--- src/rtl/mips_ctrl_pkg.sv ---
// Shared MIPS control encodings: opcodes, funcs, select encodings, FSM states
// and instruction classes. Also imported by the datapath and alu_control.
package mips_ctrl_pkg;

  // Opcodes
  localparam logic [5:0] OP_RTYPE = 6'b000000;
  localparam logic [5:0] OP_J     = 6'b000010;
  localparam logic [5:0] OP_JAL   = 6'b000011;
  localparam logic [5:0] OP_BEQ   = 6'b000100;
  localparam logic [5:0] OP_BNE   = 6'b000101;
  localparam logic [5:0] OP_ADDI  = 6'b001000;
  localparam logic [5:0] OP_SLTI  = 6'b001010;
  localparam logic [5:0] OP_LUI   = 6'b001111;
  localparam logic [5:0] OP_LW    = 6'b100011;
  localparam logic [5:0] OP_SW    = 6'b101011;

  // R-type funcs that need their own sequencing
  localparam logic [5:0] FN_JR   = 6'b001000;
  localparam logic [5:0] FN_MFHI = 6'b010000;
  localparam logic [5:0] FN_MFLO = 6'b010010;
  localparam logic [5:0] FN_MULT = 6'b011000;

  // ALUOp
  localparam logic [1:0] ALUOP_ADD = 2'b00;
  localparam logic [1:0] ALUOP_SUB = 2'b01;
  localparam logic [1:0] ALUOP_R   = 2'b10;
  localparam logic [1:0] ALUOP_IMM = 2'b11;

  // regDst
  localparam logic [1:0] RDST_RT = 2'b00;
  localparam logic [1:0] RDST_RD = 2'b01;
  localparam logic [1:0] RDST_RA = 2'b10;

  // regWriteDataSrc
  localparam logic [1:0] WDS_ALU = 2'b00;
  localparam logic [1:0] WDS_LO  = 2'b01;
  localparam logic [1:0] WDS_HI  = 2'b10;
  localparam logic [1:0] WDS_LUI = 2'b11;

  // jump
  localparam logic [1:0] JMP_SEQ = 2'b00;
  localparam logic [1:0] JMP_TGT = 2'b01;
  localparam logic [1:0] JMP_RS  = 2'b10;

  typedef enum logic [3:0] {
    S_FETCH, S_DECODE, S_EXEC, S_MEM_RD, S_MEM_WB, S_MEM_WR,
    S_ALU_WB, S_BRANCH, S_JUMP, S_MULT, S_SPEC_WB, S_ILLEGAL
  } state_e;

  typedef enum logic [3:0] {
    CL_RALU, CL_LOAD, CL_STORE, CL_IMM, CL_BR, CL_JMP, CL_JR,
    CL_JAL, CL_MULT, CL_MFHI, CL_MFLO, CL_LUI, CL_ILL
  } iclass_e;

  // Full control bundle, in port order
  typedef struct packed {
    logic       pc_write;
    logic       ir_write;
    logic [1:0] reg_dst;
    logic [1:0] alu_op;
    logic       alu_src;
    logic       mem_read;
    logic       mem_write;
    logic       mem_to_reg;
    logic       reg_write;
    logic       branch;
    logic       bne;
    logic       link;
    logic       mult_load;
    logic [1:0] wd_src;
    logic [1:0] jump;
    logic       illegal;
  } ctrl_t;

endpackage

--- src/rtl/mc_instr_class.sv ---
// Opcode/func to instruction-class decoder shared by next-state and output logic.
module mc_instr_class
  import mips_ctrl_pkg::*;
(
  input  logic [5:0] opcode,
  input  logic [5:0] func,
  output iclass_e    cls
);

  // Unknown opcodes fall through to CL_ILL; unknown R funcs are plain ALU ops
  always_comb begin
    cls = CL_ILL;
    case (opcode)
      OP_RTYPE: begin
        case (func)
          FN_JR:   cls = CL_JR;
          FN_MULT: cls = CL_MULT;
          FN_MFHI: cls = CL_MFHI;
          FN_MFLO: cls = CL_MFLO;
          default: cls = CL_RALU;
        endcase
      end
      OP_LW:   cls = CL_LOAD;
      OP_SW:   cls = CL_STORE;
      OP_ADDI: cls = CL_IMM;
      OP_SLTI: cls = CL_IMM;
      OP_BEQ:  cls = CL_BR;
      OP_BNE:  cls = CL_BR;
      OP_J:    cls = CL_JMP;
      OP_JAL:  cls = CL_JAL;
      OP_LUI:  cls = CL_LUI;
      default: cls = CL_ILL;
    endcase
  end

endmodule

--- src/rtl/multicycle_controller.sv ---
// Multicycle MIPS control FSM: sequences FETCH/DECODE/EXEC/... and decodes the
// control bundle from the state and the IR fields.
module multicycle_controller
  import mips_ctrl_pkg::*;
(
  input  logic       clk,
  input  logic       rst,
  input  logic [5:0] instOpcode,
  input  logic [5:0] instFunc,
  input  logic       zero,
  input  logic       memReady,
  output logic       pcWrite,
  output logic       irWrite,
  output logic [1:0] regDst,
  output logic [1:0] ALUOp,
  output logic       ALUSrc,
  output logic       memRead,
  output logic       memWrite,
  output logic       memToReg,
  output logic       regWrite,
  output logic       branch,
  output logic       bne,
  output logic       link,
  output logic       multLoad,
  output logic [1:0] regWriteDataSrc,
  output logic [1:0] jump,
  output logic       illegal
);

  state_e  state_q, state_d;
  iclass_e cls;
  ctrl_t   ctl;
  logic    alu_src_x;
  logic [1:0] alu_op_x;

  // zero is consumed by the datapath alongside branch/bne, not here
  logic zero_unused;
  assign zero_unused = zero;

  mc_instr_class u_class (
    .opcode (instOpcode),
    .func   (instFunc),
    .cls    (cls)
  );

  // State register
  always_ff @(posedge clk) begin
    if (rst) state_q <= S_FETCH;
    else     state_q <= state_d;
  end

  // Next-state logic
  always_comb begin
    state_d = state_q;
    case (state_q)
      S_FETCH:  state_d = S_DECODE;
      S_DECODE: begin
        case (cls)
          CL_RALU, CL_LOAD, CL_STORE, CL_IMM: state_d = S_EXEC;
          CL_BR:                              state_d = S_BRANCH;
          CL_JMP, CL_JAL, CL_JR:              state_d = S_JUMP;
          CL_MULT:                            state_d = S_MULT;
          CL_MFHI, CL_MFLO, CL_LUI:           state_d = S_SPEC_WB;
          default:                            state_d = S_ILLEGAL;
        endcase
      end
      S_EXEC: begin
        if (cls == CL_LOAD)       state_d = S_MEM_RD;
        else if (cls == CL_STORE) state_d = S_MEM_WR;
        else                      state_d = S_ALU_WB;
      end
      S_MEM_RD: if (memReady) state_d = S_MEM_WB;
      S_MEM_WR: if (memReady) state_d = S_FETCH;
      default:  state_d = S_FETCH;
    endcase
  end

  // EXEC-phase ALU controls, reused by every state that holds them
  always_comb begin
    alu_src_x = 1'b0;
    alu_op_x  = ALUOP_R;
    case (cls)
      CL_LOAD, CL_STORE: begin alu_src_x = 1'b1; alu_op_x = ALUOP_ADD; end
      CL_IMM:            begin alu_src_x = 1'b1; alu_op_x = ALUOP_IMM; end
      default:           begin alu_src_x = 1'b0; alu_op_x = ALUOP_R;   end
    endcase
  end

  // Output decode; reset forces the whole bundle low so nothing commits
  always_comb begin
    ctl = '0;
    case (state_q)
      S_FETCH: ctl.ir_write = 1'b1;
      S_EXEC: begin
        ctl.alu_src = alu_src_x;
        ctl.alu_op  = alu_op_x;
      end
      S_MEM_RD: begin
        ctl.alu_src  = alu_src_x;
        ctl.alu_op   = alu_op_x;
        ctl.mem_read = 1'b1;
      end
      S_MEM_WB: begin
        ctl.alu_src    = 1'b1;
        ctl.alu_op     = ALUOP_ADD;
        ctl.mem_read   = 1'b1;
        ctl.mem_to_reg = 1'b1;
        ctl.reg_write  = 1'b1;
        ctl.reg_dst    = RDST_RT;
        ctl.pc_write   = 1'b1;
      end
      S_MEM_WR: begin
        ctl.alu_src   = 1'b1;
        ctl.alu_op    = ALUOP_ADD;
        ctl.mem_write = 1'b1;
        ctl.pc_write  = memReady;
      end
      S_ALU_WB: begin
        ctl.alu_src   = alu_src_x;
        ctl.alu_op    = alu_op_x;
        ctl.reg_write = 1'b1;
        ctl.pc_write  = 1'b1;
        ctl.reg_dst   = (cls == CL_RALU) ? RDST_RD : RDST_RT;
      end
      S_BRANCH: begin
        ctl.alu_op   = ALUOP_SUB;
        ctl.branch   = (instOpcode == OP_BEQ);
        ctl.bne      = (instOpcode == OP_BNE);
        ctl.pc_write = 1'b1;
      end
      S_JUMP: begin
        ctl.jump     = (cls == CL_JR) ? JMP_RS : JMP_TGT;
        ctl.pc_write = 1'b1;
        if (cls == CL_JAL) begin
          ctl.link      = 1'b1;
          ctl.reg_dst   = RDST_RA;
          ctl.reg_write = 1'b1;
        end
      end
      S_MULT: begin
        ctl.mult_load = 1'b1;
        ctl.pc_write  = 1'b1;
      end
      S_SPEC_WB: begin
        ctl.reg_write = 1'b1;
        ctl.pc_write  = 1'b1;
        case (cls)
          CL_MFHI: begin ctl.reg_dst = RDST_RD; ctl.wd_src = WDS_HI;  end
          CL_MFLO: begin ctl.reg_dst = RDST_RD; ctl.wd_src = WDS_LO;  end
          default: begin ctl.reg_dst = RDST_RT; ctl.wd_src = WDS_LUI; end
        endcase
      end
      S_ILLEGAL: begin
        ctl.pc_write = 1'b1;
        ctl.illegal  = 1'b1;
      end
      default: ctl = '0;
    endcase
    if (rst) ctl = '0;
  end

  assign pcWrite         = ctl.pc_write;
  assign irWrite         = ctl.ir_write;
  assign regDst          = ctl.reg_dst;
  assign ALUOp           = ctl.alu_op;
  assign ALUSrc          = ctl.alu_src;
  assign memRead         = ctl.mem_read;
  assign memWrite        = ctl.mem_write;
  assign memToReg        = ctl.mem_to_reg;
  assign regWrite        = ctl.reg_write;
  assign branch          = ctl.branch;
  assign bne             = ctl.bne;
  assign link            = ctl.link;
  assign multLoad        = ctl.mult_load;
  assign regWriteDataSrc = ctl.wd_src;
  assign jump            = ctl.jump;
  assign illegal         = ctl.illegal;

endmodule

--- config.mk ---
export PLATFORM = sky130hd
export DESIGN_NAME = multicycle_controller
export DESIGN_NICKNAME = d
export VERILOG_FILES = /design/src/rtl/mips_ctrl_pkg.sv /design/src/rtl/mc_instr_class.sv /design/src/rtl/multicycle_controller.sv
export SDC_FILE = /design/constraint.sdc
export NUM_CORES = 1
export LEC_CHECK = 0
export BUFFER_PORTS_ARGS = -buffer_cell sky130_fd_sc_hd__buf_2
export CAP_MARGIN = 20
export CORE_MARGIN = 3
export CORE_UTILIZATION = 46
export DETAILED_ROUTE_END_ITERATION = 10
export GPL_TIMING_DRIVEN = 0
export PLACE_DENSITY_LB_ADDON = 0.2
export SKIP_CTS_REPAIR_TIMING = 1
export SYNTH_ARGS = -nofsm -noshare
export SYNTH_HDL_FRONTEND = slang
export SYNTH_SLANG_ARGS = --single-unit
--- constraint.sdc ---
create_clock -name clk -period 2 [get_ports clk]
set_input_delay 0.2 -clock clk [delete_from_list [all_inputs] [get_ports clk]]
set_output_delay 0.2 -clock clk [all_outputs]
set_load 0.01 [all_outputs]
# Word level (Yosys, flattened, before mapping)
# Memories as Yosys holds them, arrays and structs flattened.
# Cells that the tools add are included.
# Widths: inputs -> output; s select.
dict set report totals {
  register_bits 4
  rom_bits 64
  inputBits 16
  out_inout_bits 20
  mem_count 1
}
dict set report classes {
  n_eq_ne 33
  n_mux 31
  n_reduce_logical 14
}
# memory words width rd rd_clocked_by_memory_dff write_ports line
set mem_list {}
lappend mem_list {{(name not given)} 16 4 1 0 0 multicycle_controller.sv:58} ;# case (cls)
# cell n
set ops {}
lappend ops {{$pmux 4 s8} 1}
lappend ops {{$eq 4x3->1 const B} 6}
lappend ops {{$eq 4x4->1 const B} 6}
lappend ops {{$eq 6x4->1 const B} 4}
lappend ops {{$mux 20} 1}
lappend ops {{$pmux 4 s5} 1}
lappend ops {{$eq 6x5->1 const B} 3}
lappend ops {{$eq 4x2->1 const B} 4}
lappend ops {{$pmux 4 s4} 1}
lappend ops {{$eq 6x2->1 const B} 2}
lappend ops {{$eq 6x3->1 const B} 2}
lappend ops {{$eq 6x6->1 const B} 2}
lappend ops {{$mux 2} 6}
lappend ops {{$pmux 2 s2} 3}
lappend ops {{$reduce_or 2->1} 6}
lappend ops {{$mux 1} 11}
lappend ops {{$reduce_or 3->1} 3}
lappend ops {{$eq 4x1->1 const B} 2}
lappend ops {{$logic_not 4->1} 2}
lappend ops {{$mux 4} 2}
lappend ops {{$reduce_or 7->1} 1}
lappend ops {{$logic_not 6->1} 1}
lappend ops {{$pmux 1 s2} 3}
lappend ops {{$pmux 2 s3} 1}
lappend ops {{other kinds (3)} 4}

# Logic depth before layout (Yosys ltp)
# Gate-level depths: netlist (run 1).
dict set report logic_depth {
  depth_word 8
  mapped_depth 6
  depth_no_buf 5
}

# Modules after synthesis
# A second synthesis (run 1) with hierarchy kept.
dict set report hier_totals {
  hier_cells 130
  area_unflattened_um2 849.6
}
# module instances cells_each area_per_inst_um2 seq_area_each_um2
set by_module_without_submodules {}
lappend by_module_without_submodules {multicycle_controller 1 90 574.3 80.1}
lappend by_module_without_submodules {mc_instr_class 1 40 275.3 0.0}

# Worst setup path before layout (run 1)
# No wires, ideal clock.
dict set report synth_path {
  kind {register -> output}
  startpoint {register state_q[3]}
  endpoint {output port ALUOp[0]}
  arrival_ps 1571
  required_ps 1800
  path_slack_ps 229
  path_stages_with_launch 5
  path_buffers 0
  path_cell_list {dfxtp_1 or3b_2 a21o_1 or3_1 o21ai_0}
}
dict set report synth_via {
  elab_chain_len 4
  elab_cells_between_ends 7
  cone_classes {eq/ne (4); mux (2); reduce/logical (1)}
}
# element line
set synth_rtl {}
lappend synth_rtl {{start: declaration} multicycle_controller.sv:30} ;# state_e state_q, state_d;
lappend synth_rtl {{start signal: assignment} multicycle_controller.sv:49} ;# else state_q <= state_d;
lappend synth_rtl {{$eq 4x3->1 or $eq 4x2->1 (tied branches)} multicycle_controller.sv:92} ;# case (state_q)
lappend synth_rtl {{$reduce_or 3->1 (no source line)} -}
lappend synth_rtl {{$pmux 2 s2 *} multicycle_controller.sv:92}
lappend synth_rtl {{$mux 20 *} multicycle_controller.sv:159} ;# if (rst) ctl = '0;
lappend synth_rtl {{end: declaration} multicycle_controller.sv:15} ;# output logic [1:0] ALUOp,
# Mark *: on every way between the ends. The rest lies on a longest branch, timed or not.

# Worst setup path in the final report (run 1)
dict set report layout_path {
  startpoint {register state_q[3]}
  endpoint {output port ALUSrc}
}
dict set report layout_via {
  elab_chain_len 4
  elab_cells_between_ends 9
  cone_classes {eq/ne (5); mux (2); reduce/logical (2)}
}
# element line
set layout_rtl {}
lappend layout_rtl {{$eq 4x3->1 or $eq 4x2->1 (tied branches)} multicycle_controller.sv:92}
lappend layout_rtl {{$reduce_or 3->1 (no source line) or $reduce_or 2->1 (tied branches)} -}
lappend layout_rtl {{$pmux 1 s2 *} multicycle_controller.sv:92}
lappend layout_rtl {{$mux 20 *} multicycle_controller.sv:159}
lappend layout_rtl {{end: declaration} multicycle_controller.sv:16} ;# output logic ALUSrc,
# Marked as above.

==> results of run 1 <==
==> kinds of logic after synthesis <==
kind of cell              synth area share, %
and+or+nand+nor                          53.8
DFF                                      10.5
xor gates and xnor gates                 2.29
AOI/OAI and AO/OA                        28.1
buffers and inverters                    5.24
==> cells in the final DEF (no fill, tap or decap), types with 2 or more instances in the layout <==
master and instances:
nand4_1 2, nor2b_1 4, inv_1 2, dfxtp_1 2
xnor2_1 2, and2_1 2, a21oi_1 3, nor4_1 2
dfxtp_2 2, or3_4 2, nand2b_1 4, nor3b_1 2
nor3_1 4, a21o_1 2, nand2_1 9, nor2_1 16
a21boi_0 2, nand3b_1 3, clkbuf_4 3, a31oi_1 4
o21ai_0 3, o211ai_1 5, or2_2 3, or3_1 2
nand4b_1 2, o22ai_1 2, clkbuf_1 2, buf_2 32
==> power by group <==
group          total [µW]  leakage (µW)  switching (µW)  internal [µW]
sequential            161     0.0000337            46.3            114
clock                 107     0.0000138            39.3           67.6
combinational         399      0.000381             227            172
total                 667      0.000429             312            354
==> metrics by stage <==
| step | util, % | hold WS (ns) |
|---|---|---|
| after floorplan | - | 0.294 |
| after global placement | 61.0 | 0.462 |
| after detailed placement | 61.0 | 0.464 |
| after CTS | 62.4 | 0.218 |
| after global routing | 63.9 | 0.256 |
| final | 63.9 | 0.229 |
==> layer usage <==
metal	up-vias	GRT usage (%)	wire [µm]
li1	490	-	-
met1	454	28.3	1020
met2	29	33.9	1120
met3	6	3.83	115
met4	0	11.6	44
met5	-	0	0
==> final cells by class <==
class | count | area [µm²]
inverter | 2 | 7.51
clock buffer | 3 | 22.5
buffer | 5 | 28.8
multi-input combinational | 100 | 661
timing repair buffer | 32 | 163
sequential | 4 | 82.6
tap | 16 | 20.0
fill | 155 | 557
==> path summary, 6_finish.rpt <==
path              startpoint    endpoint  slack [ns]  depth (start not counted)
setup / recovery  state_q[3]      ALUSrc       -0.02                          5
hold / removal           rst  state_q[0]        0.23                          2
setup reg to reg  state_q[0]  state_q[2]        0.40                          4
hold reg to reg   state_q[1]  state_q[3]        0.64                          2
==> metrics.md, run 1 <==
| Metric | Value |
|---|---|
| Nets | 164 |
| H-tree depth | 1 |
| Vias/cell | 6.04 |
| Synth Cell Area | 764 µm² |
| P_leak | 0.000429 µW |
| Buffers on Ports | 31 |
| ANT cells | 0 |
| Clock root cell | clkbuf_4 |
| TritonCTS buffer count | 3 |
| CP Data Arrival Time | 1.82 ns |
| Crit start category | flip-flop |
| Pin count of the biggest net entering global routing | 11 |
| Initial antenna violation count | 0 |
| Fin crit share | 101% |
| Mean routed wirelength per cell | 14.2 µm |
| Largest delay share family, worst path | simple AND/OR/NAND/NOR gates |
| Synth top area cells | dfxtp_1, nor2_1, o211ai_1 |
| Slowest stage delay, CP | 0.40 ns |
| DR vias | 979 |
| Count leader, synth | nor2_1 |
| Max-Cap Viols | 0 |
| Initial Util | 49.6% |
| Drt first-iter violations | 25 |
| Dpl hpwl | 1760 µm |
| Slew @ Worst Pin | 0.403 ns |
| Maximum vdd drop | 0.478 mV |
| Tmin final | 2.02 ns |
| Seq/Total Area, Yosys | 10.5% |
| Fmax achieved | 0.495 GHz |
| DRC viols | 0 |
| I/O pin count | 36 |
| Total Neg Setup Slack | -0.0187 ns |
| Placed cells | 159 |
| WS Path Type | reg2out |
| Warnings, synthesis | 0 |
| Number of routed nets with antenna violations | 0 |
| Data required, critical path | 1.80 ns |
| GPL Wtd Cong | 0.856 |
| Leading area contributor after synthesis | dfxtp_1 |
| Post-Route WL | 2300 µm |
| Most used DFF post-synth | dfxtp_1 |
| Chip width | 46.8 µm |
| Total gr overflow | 0 |
| Syn avg cell area | 6.83 µm² |
| Regs by FF count | state_q (4) |
| Max Slew Vio Count | 0 |
| EDFF count, synth | 0 |
| Skew-Pair Late Insertion Delay | 0.24 ns |
| CTS tree | yes |
| Worst setup margin | -0.0187 ns |
| Cell variety after synth | 44 |
| Row Count | 14 |
| Slew headroom | 73.0% |
| Number of global-route vias before repair | 817 |
| Tightest Hold Check Type | in2reg |
| CTS max path bufs | 2 |
| First drt pass iteration count | 4 |
| Cells along the critical path | or3b_4 -> a21o_1 -> or3_4 -> o21ai_1 -> buf_2 |
| P per Cell Area | 677 nW/µm² |
| Hold Fails Final Rpt | 0 |
| Chip height | 46.8 µm |
| Largest reg by FF count | state_q |
| Top cells by count, synth | nor2_1, nand2_1, o211ai_1, o21ai_0 |
| Share of cells above drive strength 1 | 38.4% |
| Worst Path Buf+Inv | 1 |
| Yosys reg bits | 4 |
| Synth-to-layout area growth | 28.8% |
| DP Area | 940 µm² |
| Cells after Synth | 112 |
| Slowest-stage cell, CP | or3b_4 |
| Clock sink total | 4 |
| Clk slew on worst S/H paths | 0.04 ns |
| Setup Skew | 0.00858 ns |
| Syn Nets | 128 |
| Non-filler cells, final | 162 |
| Design area | 985 µm² |
| Placeable Area | 1540 µm² |
| Status | complete, but fails checks |
| First-pass GRT wire length | 3410 µm |
| Ys async rst share | 0% |
| CP Capture Type | output pin |
| RSZ-0062 raised after global routing | true |
| Max FFs per register | 4 |
| Setup WS pre-CTS | 0.125 ns |
| Die area | 2190 µm² |
| Yosys top cell area share | 10.5% |
| Failing checks | setup timing |
| Final setup viols | 1 |
| Total Power | 667 µW |
| CP max FO | 7 |
| GRT Total Usage | 21.7% |
No activity file was read; power rests on OpenSTA's default activity.
==> run 2, diff against run 1 <==
- CAP_MARGIN: 20 -> unset
- PLACE_DENSITY: unset -> 0.84
- PLACE_DENSITY_LB_ADDON: 0.2 -> unset
==> metrics.md, run 2 (synthesized netlist as in run 1, its figures left out) <==
| Metric | Value |
|---|---|
| Pin count of the biggest net entering global routing | 11 (unchanged) |
| Clock sink total | 4 (unchanged) |
| Total gr overflow | 0 (unchanged) |
| Drt first-iter violations | 40 (+60%) |
| Setup Skew | 0.00849 ns (-0.0000942 ns) |
| Regs by FF count | state_q (4) |
| Slew headroom | 66.4% (-6.6 points) |
| Share of cells above drive strength 1 | 39.0% (+0.68 points) |
| Post-Route WL | 2200 µm (-4.3%) |
| Mean routed wirelength per cell | 13.6 µm (-4.3%) |
| Multi-input gate area | 659 µm² (-0.19%) |
| I/O pin count | 36 (unchanged) |
| Placeable Area | 1540 µm² (unchanged) |
| GRT Total Usage | 21.6% (-0.14 points) |
| Combinational share of power | 60.1% (+0.2 points) |
| Initial Util | 49.6% (unchanged) |
| Skew-Pair Late Insertion Delay | 0.24 ns (about the same) |
| Chip height | 46.8 µm (unchanged) |
| Worst setup margin | -0.0190 ns (-0.000248 ns) |
| Max Slew Vio Count | 0 (unchanged) |
| Synth-to-layout area growth | 28.8% (unchanged) |
| Fmax achieved | 0.495 GHz (about the same) |
| Number of global-route vias before repair | 842 (+3.1%) |
| Die area | 2190 µm² (unchanged) |
| Row Count | 14 (unchanged) |
| H-tree depth | 1 (unchanged) |
| Register Area | 82.6 µm² (unchanged) |
| Final setup viols | 1 (unchanged) |
| TritonCTS buffer count | 3 (unchanged) |
| Max-Cap Viols | 0 (unchanged) |
| Initial antenna violation count | 0 (unchanged) |
| Total Power | 672 µW (+0.83%) |
| Switching power | 316 µW (+1.1%) |
| WS Path Type | reg2out |
| CTS max path bufs | 2 (unchanged) |
| Most frequent cells in the layout | buf_2, nor2_1, nand2_1 |
| GPL Wtd Cong | 0.893 (+4.3%) |
| ANT cells | 0 (unchanged) |
| Status | complete, but fails checks |
| Dpl hpwl | 1710 µm (-2.9%) |
| Tightest Hold Check Type | in2reg |
| CP max FO | 7 (unchanged) |
| Max FFs per register | 4 (unchanged) |
| First drt pass iteration count | 4 (unchanged) |
| Clk pwr share | 15.7% (-0.3 points) |
| Crit start category | flip-flop |
| Switching Fraction | 47.0% (+0.11 points) |
| Hold Fails Final Rpt | 0 (unchanged) |
| RSZ-0062 raised after global routing | true |
| Clock root cell | clkbuf_4 |
| DRC viols | 0 (unchanged) |
| Maximum vdd drop | 0.453 mV (-5.2%) |
| Buffers on Ports | 31 (unchanged) |
| Fillers | 146 (-5.8%) |
| Commonest non-fill, non-tap cell in the layout | buf_2 |
| DR vias | 987 (+0.82%) |
| Chip width | 46.8 µm (unchanged) |
| Largest reg by FF count | state_q |
| Tmin final | 2.02 ns (+0.000248 ns) |
| Number of routed nets with antenna violations | 0 (unchanged) |
| First-pass GRT wire length | 3500 µm (+2.6%) |
| CP Data Arrival Time | 1.82 ns (about the same) |
| CTS tree | yes |
| Failing checks | setup timing |
| Final core utilization | 63.9% (unchanged) |
| Vias/cell | 6.09 (+0.82%) |
| Data required, critical path | 1.80 ns (about the same) |
| Slew @ Worst Pin | 0.503 ns (+0.0997 ns) |
| DP Area | 940 µm² (unchanged) |
| Design area | 985 µm² (unchanged) |
| Total Neg Setup Slack | -0.0190 ns (-0.000248 ns) |
| Fin crit share | 101% (about the same) |
| P_leak | 0.000432 µW (+0.79%) |
| P per Cell Area | 683 nW/µm² (+0.83%) |
| Final hold slack | 0.229 ns (-0.0000210 ns) |
| CP Capture Type | output pin |
| Clk slew on worst S/H paths | 0.04 ns (about the same) |
| Nets | 164 (unchanged) |
| Internal cell power | 356 µW (+0.62%) |
| Reg power frac | 24.3% (+0.2 points) |
[run 2: final cells by class]
type                    instances  share of cell area, %
multi-input cells             100                   67.0
clock buffers                   3                   2.29
inverters                       2                  0.762
repair buffers                 32                   16.5
flip-flops and latches          4                   8.39
plain buffers                   5                   3.05
well taps                      16                   2.03
[run 2: critical path, stage by stage, from the launching register on]
cell	delay, ns
dfxtp_2	0.35
or3b_4	0.40
a21o_1	0.20
or3_4	0.35
o21ai_2	0.13
buf_2	0.15
[run 2: worst paths after layout]
path	startpoint	end	slack (ns)	depth (start not counted)
worst max-delay path	state_q[3]	ALUOp[0]	-0.02	5
worst min-delay path	rst	state_q[0]	0.23	2
worst max register to register	state_q[0]	state_q[2]	0.43	4
worst min register to register	state_q[1]	state_q[3]	0.58	2
[run 2: layer usage]
metal	up-vias	routed length [µm]	global-route usage [%]
met4	0	57	12.7
met3	8	176	1.15
met1	444	927	27.2
li1	488	-	-
met5	-	0	0
met2	47	1040	36.0
[run 2: power groups by stage]
| stage | combinational [µW] | sequential [µW] | clock [µW] |
|---|---|---|---|
| 4_1_cts | 395 | 146 | 107 |
| 5_1_grt | 443 | 170 | 116 |
| 3_5_place_dp | 391 | 148 | 0 |
| 3_3_place_gp | 381 | 145 | 0 |
| 2_1_floorplan | 289 | 136 | 0 |
| 6_report | 404 | 163 | 105 |
[run 2: per-stage QoR]
step	setup WS, ns	std cells
2_1_floorplan	0.229	112
3_3_place_gp	0.135	159
3_5_place_dp	0.101	159
4_1_cts	-0.163	162
5_1_grt	-0.0816	162
6_report	-0.0190	162
==> run 3, diff against run 2 <==
- PLACE_DENSITY: 0.84 -> 0.91
==> metrics.md, run 3 (synthesized netlist as in run 1, its figures left out) <==
| Metric | Value |
|---|---|
| Commonest non-fill, non-tap cell in the layout | buf_2 |
| Buffers on Ports | 31 (unchanged) |
| Hold Fails Final Rpt | 0 (unchanged) |
| Placeable Area | 1540 µm² (unchanged) |
| P per Cell Area | 682 nW/µm² (-0.11%) |
| Regs by FF count | state_q (4) |
| Fmax achieved | 0.501 GHz (+1.2%) |
| Drt first-iter violations | 38 (-5.0%) |
| Setup Skew | 0.0127 ns (+0.00417 ns) |
| Number of global-route vias before repair | 861 (+2.3%) |
| CTS max path bufs | 2 (unchanged) |
| Synth-to-layout area growth | 29.1% |
| Max-Cap Viols | 0 (unchanged) |
| Initial Util | 49.6% (unchanged) |
| TritonCTS buffer count | 3 (unchanged) |
| Slew headroom | 62.6% (-3.8 points) |
| Slew @ Worst Pin | 0.560 ns (+0.0570 ns) |
| Post-Route WL | 2290 µm (+4.3%) |
| ANT cells | 0 (unchanged) |
| Maximum vdd drop | 0.400 mV (-12%) |
| First drt pass iteration count | 4 (unchanged) |
| Fin crit share | 99.8% (-1.2 points) |
| First-pass GRT wire length | 3480 µm (-0.60%) |
| Clock sink total | 4 (unchanged) |
| CP max FO | 5 (-2) |
| CP Capture Type | output pin |
| Chip width | 46.8 µm (unchanged) |
| Skew-Pair Late Insertion Delay | 0.24 ns (about the same) |
| CP Data Arrival Time | 1.80 ns (-0.02 ns) |
| CTS tree | yes |
| Clock root cell | clkbuf_4 |
| WS Path Type | reg2out |
| GRT Total Usage | 21.6% (+0.034 points) |
| DR vias | 1017 (+3.0%) |
| H-tree depth | 1 (unchanged) |
| Pin count of the biggest net entering global routing | 11 (unchanged) |
| Total Neg Setup Slack | 0 ns (+0.0190 ns) |
| Tightest Hold Check Type | in2reg |
| Total gr overflow | 0 (unchanged) |
| Die area | 2190 µm² (unchanged) |
| Crit start category | flip-flop |
| Tmin final | 2.00 ns (-0.0237 ns) |
| Setup WS pre-CTS | 0.116 ns (+0.0157 ns) |
| Clk slew on worst S/H paths | 0.04 ns (about the same) |
| Status | finished clean |
| DRC viols | 0 (unchanged) |
| Nets | 164 (unchanged) |
| Data required, critical path | 1.80 ns (about the same) |
| Initial antenna violation count | 0 (unchanged) |
| Max Slew Vio Count | 0 (unchanged) |
| Vias/cell | 6.28 (+3.0%) |
| RSZ-0062 raised after global routing | true |
| Final setup viols | 0 (-1) |
| Largest reg by FF count | state_q |
| GPL Wtd Cong | 0.906 (+1.4%) |
| I/O pin count | 36 (unchanged) |
| Number of routed nets with antenna violations | 0 (unchanged) |
| Max FFs per register | 4 (unchanged) |
| Dpl hpwl | 1760 µm (+2.9%) |
| Share of cells above drive strength 1 | 39.0% (unchanged) |
| Chip height | 46.8 µm (unchanged) |
| Most frequent cells in the layout | buf_2, nor2_1, nand2_1 |
| Worst setup margin | 0.00470 ns (+0.0237 ns) |
| Mean routed wirelength per cell | 14.2 µm (+4.3%) |
| P_leak | 0.000434 µW (+0.33%) |
| Row Count | 14 (unchanged) |
-- run 3: area by class of cell --
class | count | area (µm²)
fillers | 132 | 554
multi-input cells | 100 | 659
well taps | 16 | 20.0
inverters | 2 | 7.51
plain buffers | 5 | 30.0
clock buffers | 3 | 22.5
flip-flops and latches | 4 | 85.1
repair buffers | 32 | 163
-- run 3: path summary, 6_finish.rpt --
path                            startpoint         end  slack [ns]  cells past startpoint
worst max-delay path            state_q[3]      ALUSrc       0.005                      5
worst min-delay path                   rst  state_q[0]        0.23                      2
worst min register to register  state_q[1]  state_q[3]        0.58                      2
worst max register to register  state_q[0]  state_q[2]        0.39                      4
-- run 3: power breakdown --
group	switching [µW]	leakage [µW]	internal [µW]	total, µW
clock	36.8	0.0000138	67.3	104
combinational	234	0.000386	175	409
sequential	44.0	0.0000340	116	160
total	315	0.000434	359	673
-- run 3: critical path, cell delays in order, from the launching register on --
cell	delay, ns
dfxtp_4	0.35
or3b_4	0.37
a21o_1	0.19
or3_4	0.35
o21ai_2	0.15
buf_2	0.15
-- run 3: through the flow --
| step | instances | instance area [µm²] | total power (µW) | util [%] | hold WS, ns |
|---|---|---|---|---|---|
| 5_1_grt | 162 | 987 | 727 | 64.0 | 0.240 |
| 3_3_place_gp | 159 | 940 | 521 | 61.0 | 0.462 |
| 3_5_place_dp | 159 | 940 | 538 | 61.0 | 0.461 |
| 4_1_cts | 162 | 962 | 648 | 62.4 | 0.217 |
| 2_1_floorplan | 112 | 764 | 426 | - | 0.294 |
| 6_report | 162 | 987 | 673 | 64.0 | 0.226 |
-- run 3: metal layers --
metal  GRT usage [%]  up-vias  routed length [µm]
li1                -      489                   -
met1            26.0      447                 916
met2            35.2       74                1100
met3            1.53        7                 235
met4            17.1        0                  45
met5               0        -                   0
